$ cat config.mk
export PLATFORM = sky130hd
export DESIGN_NAME = stream_mux_arb
export DESIGN_NICKNAME = d
export VERILOG_FILES = /design/src/rtl/stream_mux_pkg.sv /design/src/rtl/rr_arbiter.sv /design/src/rtl/stream_mux_arb.sv
export SDC_FILE = /design/constraint.sdc
export NUM_CORES = 1
export LEC_CHECK = 0
export BUFFER_PORTS_ARGS = -buffer_cell sky130_fd_sc_hd__buf_2
export CAP_MARGIN = 20
export CORE_ASPECT_RATIO = 1.25
export CORE_MARGIN = 1.5
export CORE_UTILIZATION = 35
export CTS_CLUSTER_DIAMETER = 60
export DETAILED_ROUTE_END_ITERATION = 8
export GPL_TIMING_DRIVEN = 1
export HOLD_SLACK_MARGIN = 0.1
export SLEW_MARGIN = 25
export SYNTH_ARGS = -nofsm -noshare
export SYNTH_HDL_FRONTEND = slang
export SYNTH_SLANG_ARGS = --single-unit
$ cat constraint.sdc
create_clock -name clk -period 3.7 [get_ports clk]
set_clock_uncertainty 0.1 [all_clocks]
set_input_delay 0.74 -clock clk [delete_from_list [all_inputs] [get_ports clk]]
set_output_delay 0.74 -clock clk [all_outputs]
set_load 0.05 [all_outputs]
$ cat src/rtl/stream_mux_pkg.sv
// Shared definitions for the stream multiplexer / arbiter block.
//   ARB_RR / ARB_FIXED : arbitration mode encodings for stream_mux_arb.ARB_MODE
//   state_t            : packet-lock FSM states
//   wrap_add           : modular index addition used for round-robin rotation
package stream_mux_pkg;

    localparam int ARB_RR    = 0;
    localparam int ARB_FIXED = 1;

    typedef enum logic {
        IDLE   = 1'b0,
        LOCKED = 1'b1
    } state_t;

    // (a + b) mod n for small non-negative channel indices.
    function automatic int wrap_add(input int a, input int b, input int n);
        return (a + b) % n;
    endfunction

endpackage

$ cat src/rtl/rr_arbiter.sv
// Combinational channel picker.
//   mode   : 0 = round-robin starting at rr_ptr, 1 = fixed priority (index 0 first)
//   rr_ptr : first index searched in round-robin mode
//   req    : per-channel request vector
//   winner : selected channel index (0 when nothing requested)
//   found  : 1 when any request is present
module rr_arbiter
    import stream_mux_pkg::*;
#(
    parameter int N_CH  = 4,
    parameter int SEL_W = $clog2(N_CH)
) (
    input  logic             mode,
    input  logic [SEL_W-1:0] rr_ptr,
    input  logic [N_CH-1:0]  req,
    output logic [SEL_W-1:0] winner,
    output logic             found
);

    int base;
    int idx;

    // Both modes are the same rotating search; fixed priority simply starts at 0.
    always_comb begin
        found  = 1'b0;
        winner = '0;
        idx    = 0;
        base   = mode ? 0 : int'(rr_ptr);
        for (int i = 0; i < N_CH; i++) begin
            idx = wrap_add(base, i, N_CH);
            if (!found && req[idx[SEL_W-1:0]]) begin
                found  = 1'b1;
                winner = idx[SEL_W-1:0];
            end
        end
    end

endmodule

$ cat src/rtl/stream_mux_arb.sv
// N-channel packet multiplexer with registered output.
// A channel is granted in IDLE and stays locked until its in_last beat is
// accepted; at least one IDLE cycle separates consecutive packets.
//
// Handshake (both sides): a beat transfers on a rising edge where valid and
// ready are both 1. Valid never depends on ready; the output register holds
// out_data/out_last/out_ch stable while out_valid=1 and out_ready=0.
//
// Ports:
//   clk, rst      clock, synchronous active-high reset
//   in_valid      per-channel beat valid
//   in_data       channel i at [i*DATA_W +: DATA_W]
//   in_last       per-channel end-of-packet
//   in_ready      per-channel ready (only the granted channel, only in LOCKED)
//   sel_en, sel   manual channel select, sampled only in IDLE
//   out_valid/out_data/out_last/out_ch  registered output beat
//   out_ready     sink ready
//   state_dbg     current FSM state (0 = IDLE, 1 = LOCKED)
module stream_mux_arb
    import stream_mux_pkg::*;
#(
    parameter int N_CH     = 4,
    parameter int DATA_W   = 8,
    parameter int ARB_MODE = ARB_RR,
    localparam int SEL_W   = $clog2(N_CH)
) (
    input  logic                     clk,
    input  logic                     rst,
    input  logic [N_CH-1:0]          in_valid,
    input  logic [N_CH*DATA_W-1:0]   in_data,
    input  logic [N_CH-1:0]          in_last,
    output logic [N_CH-1:0]          in_ready,
    input  logic                     sel_en,
    input  logic [SEL_W-1:0]         sel,
    output logic                     out_valid,
    output logic [DATA_W-1:0]        out_data,
    output logic                     out_last,
    output logic [SEL_W-1:0]         out_ch,
    input  logic                     out_ready,
    output logic                     state_dbg
);

    state_t             state;
    state_t             state_n;
    logic [SEL_W-1:0]   grant;
    logic [SEL_W-1:0]   rr_ptr;

    logic [SEL_W-1:0]   arb_winner;
    logic               arb_found;
    logic [SEL_W-1:0]   win_idx;
    logic               win_found;
    logic               accept;

    // in_valid padded to the full sel range so an out-of-range manual
    // select simply reads a zero request.
    logic [(1<<SEL_W)-1:0] valid_ext;

    logic [DATA_W-1:0]  ch_data [N_CH];

    for (genvar g = 0; g < N_CH; g++) begin : g_split
        assign ch_data[g] = in_data[g*DATA_W +: DATA_W];
    end

    rr_arbiter #(
        .N_CH  (N_CH),
        .SEL_W (SEL_W)
    ) u_arb (
        .mode   (ARB_MODE == ARB_FIXED),
        .rr_ptr (rr_ptr),
        .req    (in_valid),
        .winner (arb_winner),
        .found  (arb_found)
    );

    always_comb begin
        valid_ext             = '0;
        valid_ext[N_CH-1:0]   = in_valid;
        if (sel_en) begin
            win_idx   = sel;
            win_found = valid_ext[sel];
        end else begin
            win_idx   = arb_winner;
            win_found = arb_found;
        end
    end

    // Next-state and handshake outputs.
    always_comb begin
        state_n  = state;
        in_ready = '0;
        accept   = 1'b0;
        case (state)
            IDLE: begin
                if (win_found) begin
                    state_n = LOCKED;
                end
            end
            LOCKED: begin
                // The out register can take a beat if empty or draining this edge.
                in_ready[grant] = !out_valid || out_ready;
                accept          = in_valid[grant] && in_ready[grant];
                if (accept && in_last[grant]) begin
                    state_n = IDLE;
                end
            end
            default: state_n = IDLE;
        endcase
    end

    always_ff @(posedge clk) begin
        if (rst) begin
            state     <= IDLE;
            grant     <= '0;
            rr_ptr    <= '0;
            out_valid <= 1'b0;
            out_data  <= '0;
            out_last  <= 1'b0;
            out_ch    <= '0;
        end else begin
            state <= state_n;
            if (state == IDLE && win_found) begin
                grant <= win_idx;
            end
            if (accept) begin
                out_valid <= 1'b1;
                out_data  <= ch_data[grant];
                out_last  <= in_last[grant];
                out_ch    <= grant;
                if (in_last[grant]) begin
                    rr_ptr <= SEL_W'(wrap_add(int'(grant), 1, N_CH));
                end
            end else if (out_ready) begin
                out_valid <= 1'b0;
            end
        end
    end

    assign state_dbg = state;

endmodule

After elaboration in Yosys (flattened, before gate mapping)
Index checks and enable logic that the tools add are counted.
{"block": "totals", "register_bits": 17, "in_bits": 46, "output_inout_bits": 17}
{"block": "classes", "add_sub_neg": 4, "order_cmp": 8, "mux": 38, "bitwise_logic": 3, "n_reduce_logical": 14}
{"operator": "$mux 1", "count": 19}
{"operator": "$lt 2x3->1 const B", "count": 6}
{"operator": "$bmux 1 s2", "count": 8}
{"operator": "$bmux 8 s2", "count": 1}
{"operator": "$mux 8", "count": 2}
{"operator": "$mux 2", "count": 5}
{"operator": "$logic_and 1x1->1", "count": 7}
{"operator": "$add 2x1->2 const B", "count": 2}
{"operator": "$add 2x2->2 const B", "count": 2}
{"operator": "$and 4x4->4", "count": 1}
{"operator": "$logic_not 1->1", "count": 4}
{"operator": "$mux 4", "count": 1}
{"operator": "$ge 3x3->1 const B", "count": 1}
{"operator": "$not 2->3", "count": 1}
{"operator": "$demux 1 s2", "count": 1}
{"operator": "$ge 2x1->1 const B", "count": 1}
{"operator": "$pmux 1 s2", "count": 1}
{"operator": "$reduce_and 2->1", "count": 1}
{"operator": "$reduce_bool 2->1", "count": 1}
{"operator": "$logic_or 1x1->1", "count": 1}
{"operator": "$not 1->1", "count": 1}

Longest topological paths before layout
Gate-level depths: netlist (run 1).
{"block": "depth", "word_depth": 15, "depth_mapped": 10}

Hierarchy
A second synthesis (run 1) with hierarchy kept.
{"block": "unflattened", "hier_cells": 170, "hier_area_um2": 1491.4}
{"module": "stream_mux_arb", "instances": 1, "cells_each": 124, "area_per_inst_um2": 1186.1, "seq_area_each_um2": 340.3}
{"module": "rr_arbiter", "instances": 1, "cells_each": 46, "area_per_inst_um2": 305.3, "seq_area_each_um2": 0.0}

Worst setup path before layout (run 1)
No wires, ideal clock.
{"block": "synth_path", "path_type": "register to output", "startpoint": "reg grant[0]", "endpoint": "out in_ready[0]", "arrival_ps": 1424, "setup_slack_ps": 1436, "path_stages_with_launch": 6, "path_buffers": 2, "path_cell_list": "dfxtp_1 -> buf_2 -> buf_2 -> inv_1 -> ha_1 -> and3_1"}
{"block": "synth_via", "elab_chain_len": 6, "elab_cells_between_ends": 7, "classes_between": "order compare: 2; mux: 3; bitwise: 1; reduce/logical: 1"}
{"element": "start: declaration", "line": "stream_mux_arb.sv:45", "text": "logic [SEL_W-1:0] grant;"}
{"element": "start signal: assignment", "line": "stream_mux_arb.sv:122", "text": "grant <= win_idx;"}
{"element": "$lt 2x3->1 (implied by the code) or $ge 2x1->1 (tied branches)", "line": "stream_mux_arb.sv:100", "text": "in_ready[grant] = !out_valid || out_ready;"}
{"element": "$logic_and 1x1->1 (implied by the code)", "line": "stream_mux_arb.sv:100"}
{"element": "$mux 1 (implied by the code)", "line": "stream_mux_arb.sv:100"}
{"element": "$demux 1 s2 *", "line": "stream_mux_arb.sv:100"}
{"element": "$and 4x4->4 (no line) *"}
{"element": "$mux 4 *", "line": "stream_mux_arb.sv:92", "text": "case (state)"}
{"element": "end: declaration", "line": "stream_mux_arb.sv:32", "text": "output logic [N_CH-1:0] in_ready,"}
Every way passes the cells marked *; elsewhere a longest branch is shown, timed or not.

Worst setup path after layout (run 1)
Same ends and word-level chain as after synthesis.

==> flow_summary.json, run 1 <==
{
  "p_leak_nw": 0.767,
  "crit_family": "flip-flops",
  "end_kind": "output port",
  "finalNetCount": 238,
  "final_util_pct": 46.3,
  "synth.most_common_cell": "dfxtp_1",
  "cts_root_buf": "clkbuf_8",
  "drc_errors": 0,
  "initial_core_util_pct": 36.5,
  "r2r_slack_ns": 0.85,
  "startpoint_type": "register",
  "synth_ff_type": "dfxtp_1",
  "synthArstFlopShare_pct": 0,
  "syn_nets": 181,
  "rr_worst_depth": 7,
  "area_growth_pct": 26.7,
  "core_area_um2": 3450,
  "r2r-start": "grant[0]",
  "drtAntennaViolNets": 0,
  "hold_violations": 0,
  "layout-drive-gt1-share_pct": 43.9,
  "cts.sinks": 17,
  "hpwl_um": 2370,
  "worst-path-stages": 4,
  "yosysWarnings": 0,
  "cp_slowest_cell": "dfxtp_1",
  "slew_violations": 0,
  "drtIter0Drc": 24,
  "hold_buffers": 0,
  "grt_use_total_pct": 15.9,
  "max_freq_mhz": 351,
  "cp-startpoint": "grant[0]",
  "die_h_um": 70.1,
  "grt_pass1_wl_um": 5130,
  "vias": 1214,
  "setup_tns_ns": 0,
  "numCtsBuffers": 3,
  "final-setup-viol-count": 0,
  "io_pins": 63,
  "critical_path.max_fanout": 20,
  "cellPowerDensity_nw_per_um2": 347,
  "cts_max_level": 1,
  "ir_worst_vdd_mv": 0.165,
  "synthTopCellsByArea": "dfxtp_1 27%, mux4_2 18%, mux2i_1 7.9%",
  "routed_wl_um": 3030,
  "critPathCapture": "in_ready[0]",
  "crit_chain": "inv_1 > ha_1 > and3_1 > buf_2",
  "netlist-cell-type-count": 41,
  "clk_pin_slew_ns": 0.07,
  "outcome": "completed",
  "seq_area_frac_synth_pct": 27.0,
  "insertion_delay_ns": 0.25,
  "synth_area_leader_cell": "dfxtp_1",
  "drt-pass1-iter-count": 4,
  "rsz0062_at_grt": "false",
  "ys_ff_latch": 17,
  "rows": 24,
  "max_cap_viol_count": 0,
  "syn-instance-count": 131,
  "period_share_pct": 77.0,
  "antenna_found_initial": 0,
  "path_buf_inv": 2,
  "cts_tree": "yes",
  "cp.required_ns": 2.86,
  "synth_top_area_share_pct": 27.0,
  "worst_pin_slew_ns": 0.917,
  "arrival_ns": 2.01,
  "syn_area_um2": 1260,
  "cts.path.max_buffers": 2,
  "fp.dieArea_um2": 3970,
  "ctsResizeCount": 0,
  "cts_setup_buffers": 0,
  "critical_path_class": "reg2out",
  "avgRoutedWirePerCell_um": 13.4,
  "avgViaCountPerCell": 5.37,
  "synth_common_cells": "17 x dfxtp_1, 15 x nor2_1, 10 x a21oi_1, 10 x mux2i_1, 10 x mux4_2",
  "port_buffers": 62,
  "grt-ovfl-total": 0,
  "fin_crit_ns": 2.85,
  "gp_congestion": 0.746,
  "grt_max_degree": 21,
  "hp-class": "reg2reg",
  "max-slew-margin-rel_pct": 38.8,
  "slowest_delay_ns": 0.92,
  "grt_pass1_vias": 1190,
  "rr_endpoint": "rr_ptr[1]",
  "syn_avg_cell_area_um2": 9.63,
  "fp.dieW_um": 56.7,
  "diodes": 0,
  "synth_edf_count": 0
}
[worst min-delay path by stage]
stage	depth (start not counted)	slack, ns	end	start
finish	2	0.37	out_last	out_last
global route	2	0.39	out_last	out_last
CTS	2	0.37	out_last	out_last
detailed placement	2	0.36	out_last	out_last
global placement	2	0.36	out_last	out_last
floorplan	2	0.48	grant[1]	grant[1]
[flip-flops by register name, summed over array words and instances (netlist names)]
name       count
grant          2
out_ch         2
out_data       8
out_last       1
out_valid      1
rr_ptr         2
state_dbg      1
[layout by cell type, fill, tap and decap left out, types with 2 or more instances in the layout]
cell	instances
a21oi_1	10
and3_1	4
buf_2	62
clkbuf_8	3
dfxtp_1	17
ha_1	4
inv_1	3
mux2i_1	10
mux4_2	10
nand2_1	8
nand2b_1	6
nand3_1	2
nor2_1	15
nor2b_1	2
nor3_1	2
o211ai_1	2
o21ai_0	3
o21ai_1	2
o31ai_2	2
[stage by stage]
step,std cells,area [um2],power [W],setup slack [ns],hold slack (ns)
finish,226,1600,0.000555,0.853,0.365
global route,226,1600,0.000584,0.494,0.393
global placement,222,1550,0.000419,0.905,0.357
floorplan,131,1260,0.000371,1.44,0.481
detailed placement,222,1550,0.000424,0.792,0.365
CTS,226,1600,0.000563,0.767,0.374
[kinds of logic after synthesis]
kind of cell             Yosys count  synth area share, %
adder cells (fa/ha/maj)            4                 3.97
flip-flops                        17                 27.0
AO/OA/AOI/OAI                     28                 15.5
multiplexers                      21                 26.7
AND/OR/NAND/NOR                   48                 20.5
buffers and inverters             13                 6.35
[report_power, final]
group          internal [W]  switching [W]  total, W
registers          0.000197      0.0000229  0.000220
clock network     0.0000746      0.0000628  0.000137
logic             0.0000845       0.000113  0.000197
[per-layer routing]
metal / global-route usage, % / part of all wire [%] / vias up / wire [um]
met2: 27.1 / 49 / 52 / 1490
met1: 21.0 / 44 / 567 / 1340
met3: 2.04 / 6.0 / 4 / 181
li1: - / - / 591 / -
met5: 0 / 0 / - / 0
met4: 3.97 / 0.76 / 0 / 23
[cell type report]
class                           instances  area (um2)
Tap cell                               39        48.8
Clock buffer                            3        41.3
Clock inverter                          1        5.00
Sequential cell                        17         340
Inverter                                3        11.3
Timing Repair Buffer                   62         310
Fill cell                             340        1860
Multi-Input combinational cell        101         841
[worst reg2reg max path, cell delays in order (launching register included)]
cell and delay (ns):
dfxtp_1 0.92, inv_1 0.21, ha_1 0.27, nand2_1 0.06, o21ai_1 0.08, o211ai_2 0.74, o21ai_0 0.20, a21oi_1 0.19
No activity file was read; power rests on OpenSTA's default activity.
==> run 2, diff against run 1 <==
==> constraint.sdc (replaced) <==
create_clock -name clk -period 2.95 [get_ports clk]
set_clock_uncertainty 0.1 [all_clocks]
set_input_delay 0.59 -clock clk [delete_from_list [all_inputs] [get_ports clk]]
set_output_delay 0.59 -clock clk [all_outputs]
set_load 0.05 [all_outputs]
==> run 2 against run 1 <==
Combinational power increased by 31%. Largest cell class unchanged. Global-route usage increased by 0.26 points. Utilization increased by 0.43 points. Clock power increased by 29%. Final cell count increased by 0.88%.
==> flow_summary.json, run 2 (synthesis results as in run 1) <==
{
  "outcome": "completed",
  "place_ws_ns": 0.720,
  "r2r-start": "grant[1]",
  "cts.sinks": 17,
  "ctsResizeCount": 0,
  "routed_wl_um": 3120,
  "insertion_delay_ns": 0.25,
  "cts_root_buf": "clkbuf_8",
  "mostFrequentLayoutCells": "62 x buf_2, 17 x dfxtp_1, 15 x nor2_1",
  "hpwl_um": 2480,
  "rsz0062_at_grt": "false",
  "cellPowerDensity_nw_per_um2": 437,
  "cp_slowest_cell": "dfxtp_1",
  "fp.dieArea_um2": 3970,
  "crit_chain": "inv_1 > ha_1 > and3_1 > buf_2",
  "max-slew-margin-rel_pct": 62.4,
  "vias": 1225,
  "drtAntennaViolNets": 0,
  "path_buf_inv": 2,
  "fin_crit_ns": 2.46,
  "fp.dieW_um": 56.7,
  "rr_endpoint": "rr_ptr[1]",
  "critical_path.max_fanout": 13,
  "hold_buffers": 0,
  "nFillCells": 327,
  "avgViaCountPerCell": 5.37,
  "cts_setup_buffers": 0,
  "worst_slack_ns": 0.489,
  "rr_worst_depth": 7,
  "area_growth_pct": 27.9,
  "period_share_pct": 83.4,
  "initial_core_util_pct": 36.5,
  "layout-drive-gt1-share_pct": 44.4,
  "drc_errors": 0,
  "setup_tns_ns": 0,
  "grt_use_total_pct": 16.1,
  "hold-path-cell-count": 2,
  "critical_path_class": "reg2out",
  "finalNetCount": 240,
  "cts_tree": "yes",
  "crit_family": "flip-flops",
  "arrival_ns": 1.77,
  "hold_violations": 0,
  "port_buffers": 62,
  "hp-class": "reg2reg",
  "p_leak_nw": 0.776,
  "max_cap_viol_count": 0,
  "min_from": "out_last",
  "grt-ovfl-total": 0,
  "antenna_found_initial": 0,
  "ir_worst_vdd_mv": 0.255,
  "drtIter0Drc": 32,
  "grt_max_degree": 20,
  "worst-path-stages": 4,
  "drt-pass1-iter-count": 4,
  "end_kind": "output port",
  "r2r_slack_ns": 0.72,
  "cts.path.max_buffers": 2,
  "largest_register_ffs": 8,
  "grt_pass1_wl_um": 5240,
  "cts_max_level": 1,
  "startpoint_type": "register",
  "slowest_delay_ns": 0.68,
  "clk_pin_slew_ns": 0.07,
  "max_freq_mhz": 406,
  "diodes": 0,
  "min_to": "out_last",
  "slew_violations": 0,
  "numCtsBuffers": 3,
  "die_h_um": 70.1,
  "regMostFlops": "out_data",
  "core_area_um2": 3450,
  "worst_pin_slew_ns": 0.563,
  "final-setup-viol-count": 0,
  "io_pins": 63,
  "final_common_cell": "buf_2",
  "avgRoutedWirePerCell_um": 13.7,
  "cp.required_ns": 2.26,
  "grt_pass1_vias": 1248,
  "rows": 24,
  "gp_congestion": 0.804
}
run 2: worst max-delay path by stage:
stage	start	to	slack, ns
after floorplan	grant[0]	out_ch[0]	0.74
after global placement	grant[1]	rr_ptr[1]	0.76
after detailed placement	grant[1]	rr_ptr[1]	0.72
after CTS	grant[1]	in_ready[0]	0.45
after global routing	grant[1]	in_ready[0]	0.32
final	grant[1]	in_ready[0]	0.49
run 2: per-layer routing:
metal | global-route usage (%) | share of wire (%) | vias to the layer above
met3 | 1.48 | 6.0 | 2
met4 | 3.44 | 0.70 | 0
met5 | 0 | 0 | -
met1 | 19.8 | 43 | 574
met2 | 30.0 | 50 | 50
li1 | - | - | 599
run 2: power by group:
group | internal, W | leakage (nW) | switching (W)
clock | 0.0000936 | 0.0255 | 0.0000832
sequential | 0.000248 | 0.139 | 0.0000219
combinational | 0.000109 | 0.612 | 0.000150
total | 0.000450 | 0.776 | 0.000255
run 2: through the flow:
stage | power (W) | cell area (um2) | util [%] | hold slack, ns | cells
after floorplan | 0.000465 | 1260 | - | 0.481 | 131
after global placement | 0.000529 | 1570 | 45.4 | 0.356 | 224
after detailed placement | 0.000535 | 1570 | 45.4 | 0.359 | 224
after CTS | 0.000714 | 1610 | 46.7 | 0.369 | 228
after global routing | 0.000743 | 1610 | 46.7 | 0.399 | 228
final | 0.000705 | 1610 | 46.7 | 0.365 | 228
run 2: area by class of cell:
class / count / area [um2] / area share [%]
inverters: 3 / 11.3 / 0.698
well taps: 39 / 48.8 / 3.03
clock buffers: 3 / 41.3 / 2.56
repair buffers: 64 / 325 / 20.2
flip-flops and latches: 17 / 340 / 21.1
clock inverters: 1 / 5.00 / 0.310
multi-input cells: 101 / 841 / 52.1
run 2: worst register-to-register path, delay by kind of cell, from the launching register on:
family,cells,cell delay [ns]
AOI/OAI and AO/OA,3,0.44
and+or+nand+nor,2,0.44
buffers and inverters,1,0.23
adders and majority gates,1,0.27
DFF,1,0.68
==> run 3, diff against run 2 <==
--- a/config.mk
+++ b/config.mk
@@ -14,6 +14,7 @@
 export DETAILED_ROUTE_END_ITERATION = 8
 export GPL_TIMING_DRIVEN = 1
 export HOLD_SLACK_MARGIN = 0.1
+export PLACE_DENSITY = 0.66
 export SLEW_MARGIN = 25
 export SYNTH_ARGS = -nofsm -noshare
 export SYNTH_HDL_FRONTEND = slang
==> constraint.sdc (replaced) <==
create_clock -name clk -period 2 [get_ports clk]
set_clock_uncertainty 0.1 [all_clocks]
set_input_delay 0.4 -clock clk [delete_from_list [all_inputs] [get_ports clk]]
set_output_delay 0.4 -clock clk [all_outputs]
set_load 0.05 [all_outputs]
==> run 3 against run 2 <==
Routed wire length grew 4.2%. Setup slack lost 0.33 ns. Global-route usage grew 0.63 points. Register-to-register slack lost 0.56 ns. Via count grew 2.0%. First-iteration DRC count grew 41%. Critical endpoint is now rr_ptr[1]. Highest routed layer unchanged.
==> flow_summary.json, run 3 (synthesis results as in run 1) <==
{
  "numCtsBuffers": 3,
  "initial_core_util_pct": 36.5,
  "setup_tns_ns": 0,
  "grt_pass1_vias": 1222,
  "mostFrequentLayoutCells": "62 x buf_2, 15 x nor2_1, 15 x dfxtp_1",
  "area_growth_pct": 32.2,
  "power_frac_seq_pct": 36.6,
  "drt-pass1-iter-count": 4,
  "grt_use_total_pct": 16.8,
  "fp.dieArea_um2": 3970,
  "hpwl_um": 2600,
  "grt_max_degree": 20,
  "nFillCells": 342,
  "drtIter0Drc": 45,
  "final_util_pct": 48.3,
  "routed_wl_um": 3260,
  "io_pins": 63,
  "fin_area_um2": 1670,
  "cts_root_buf": "clkbuf_8",
  "min_to": "out_last",
  "hp-class": "reg2reg",
  "swShare_pct": 36.0,
  "layout-drive-gt1-share_pct": 48.7,
  "ctsResizeCount": 0,
  "finalNetCount": 246,
  "rr_worst_depth": 8,
  "critical_path_class": "reg2reg",
  "p_int_w": 0.000679,
  "final-setup-viol-count": 0,
  "cts.path.max_buffers": 2,
  "drtAntennaViolNets": 0,
  "r2r-start": "grant[0]",
  "fp.dieW_um": 56.7,
  "core_area_um2": 3450,
  "slew_violations": 0,
  "diodes": 0,
  "outcome": "completed",
  "final_common_cell": "buf_2",
  "max-slew-margin-rel_pct": 74.9,
  "max_cap_viol_count": 0,
  "cts_max_level": 1,
  "cellPowerDensity_nw_per_um2": 637,
  "ir_worst_vdd_mv": 0.558,
  "insertion_delay_ns": 0.25,
  "cts.sinks": 17,
  "dpl_cell_area_um2": 1610,
  "max_freq_mhz": 543,
  "startpoint_type": "register",
  "worst_pin_slew_ns": 0.376,
  "min_from": "out_last",
  "clk_pin_slew_ns": 0.07,
  "rows": 24,
  "rsz0062_at_grt": "false",
  "regMostFlops": "out_data",
  "largest_register_ffs": 8,
  "avgViaCountPerCell": 5.34,
  "hold_violations": 0,
  "gp_congestion": 0.846,
  "end_kind": "register",
  "fin_crit_ns": 1.84,
  "cp.required_ns": 2.09,
  "hold_buffers": 0,
  "port_buffers": 62,
  "drc_errors": 0,
  "grt-ovfl-total": 0,
  "vias": 1249,
  "r2r_slack_ns": 0.16,
  "grt_pass1_wl_um": 5350,
  "combPwrFrac_pct": 38.7,
  "p_leak_nw": 0.809,
  "arrival_ns": 1.93,
  "antenna_found_initial": 0,
  "avgRoutedWirePerCell_um": 13.9,
  "die_h_um": 70.1,
  "rr_endpoint": "rr_ptr[1]",
  "period_share_pct": 92.0,
  "cts_setup_buffers": 0,
  "critical_path.max_fanout": 9,
  "hold-path-cell-count": 2,
  "p_clk_share_pct": 24.7,
  "p_switching_w": 0.000383,
  "cts_tree": "yes"
}
-- run 3: changes by cell type in the layout (fill, tap and decap cells not counted), sizes merged --
cell  change
buf       +6
-- run 3: worst max path at each step --
stage                start     endpoint  slack (ns)  depth (start not counted)
3_3_place_gp   in_valid[2]     grant[1]        0.13                          5
6_report          grant[0]    rr_ptr[1]        0.16                          8
2_1_floorplan     grant[0]    out_ch[0]        0.01                         10
5_1_grt           grant[0]    rr_ptr[1]        0.02                          8
4_1_cts           grant[1]  in_ready[0]        0.08                          4
3_5_place_dp      grant[1]    rr_ptr[1]        0.11                          8
-- run 3: routing by layer --
metal  global-route usage [%]  wire length [um]
met1                     19.9              1330
met2                     29.1              1620
met3                     2.78               240
met4                     7.41                61
met5                        0                 0
-- run 3: stage by stage --
step                worst slack (ns)  power [W]  cells  hold slack (ns)
floorplan                    0.00997   0.000695    131            0.481
global placement               0.127   0.000800    230            0.343
detailed placement             0.114   0.000805    230            0.355
CTS                           0.0804    0.00106    234            0.366
global route                  0.0221    0.00111    234            0.409
finish                         0.159    0.00106    234            0.360
-- run 3: area by class of cell --
class | instances | area [um2] | share of cell area [%]
multi-input cells | 101 | 848 | 50.9
well taps | 39 | 48.8 | 2.93
clock inverters | 1 | 5.00 | 0.300
inverters | 3 | 11.3 | 0.675
flip-flops and latches | 17 | 343 | 20.6
repair buffers | 70 | 370 | 22.2
clock buffers | 3 | 41.3 | 2.48
-- run 3: power by group through the flow --
stage | combinational (W) | sequential [W] | clock (W)
3_3_place_gp | 0.000406 | 0.000394 | 0
4_1_cts | 0.000411 | 0.000388 | 0.000265
5_1_grt | 0.000446 | 0.000393 | 0.000276
6_report | 0.000411 | 0.000389 | 0.000262
2_1_floorplan | 0.000236 | 0.000459 | 0
3_5_place_dp | 0.000410 | 0.000395 | 0
-- run 3: critical path, cell delays in order (launching register included) --
cell and delay (ns):
dfxtp_2 0.35, inv_2 0.08, ha_1 0.17, nand2_1 0.07
o211ai_1 0.23, o211ai_2 0.13, buf_4 0.18, or3b_1 0.34
a21oi_1 0.13
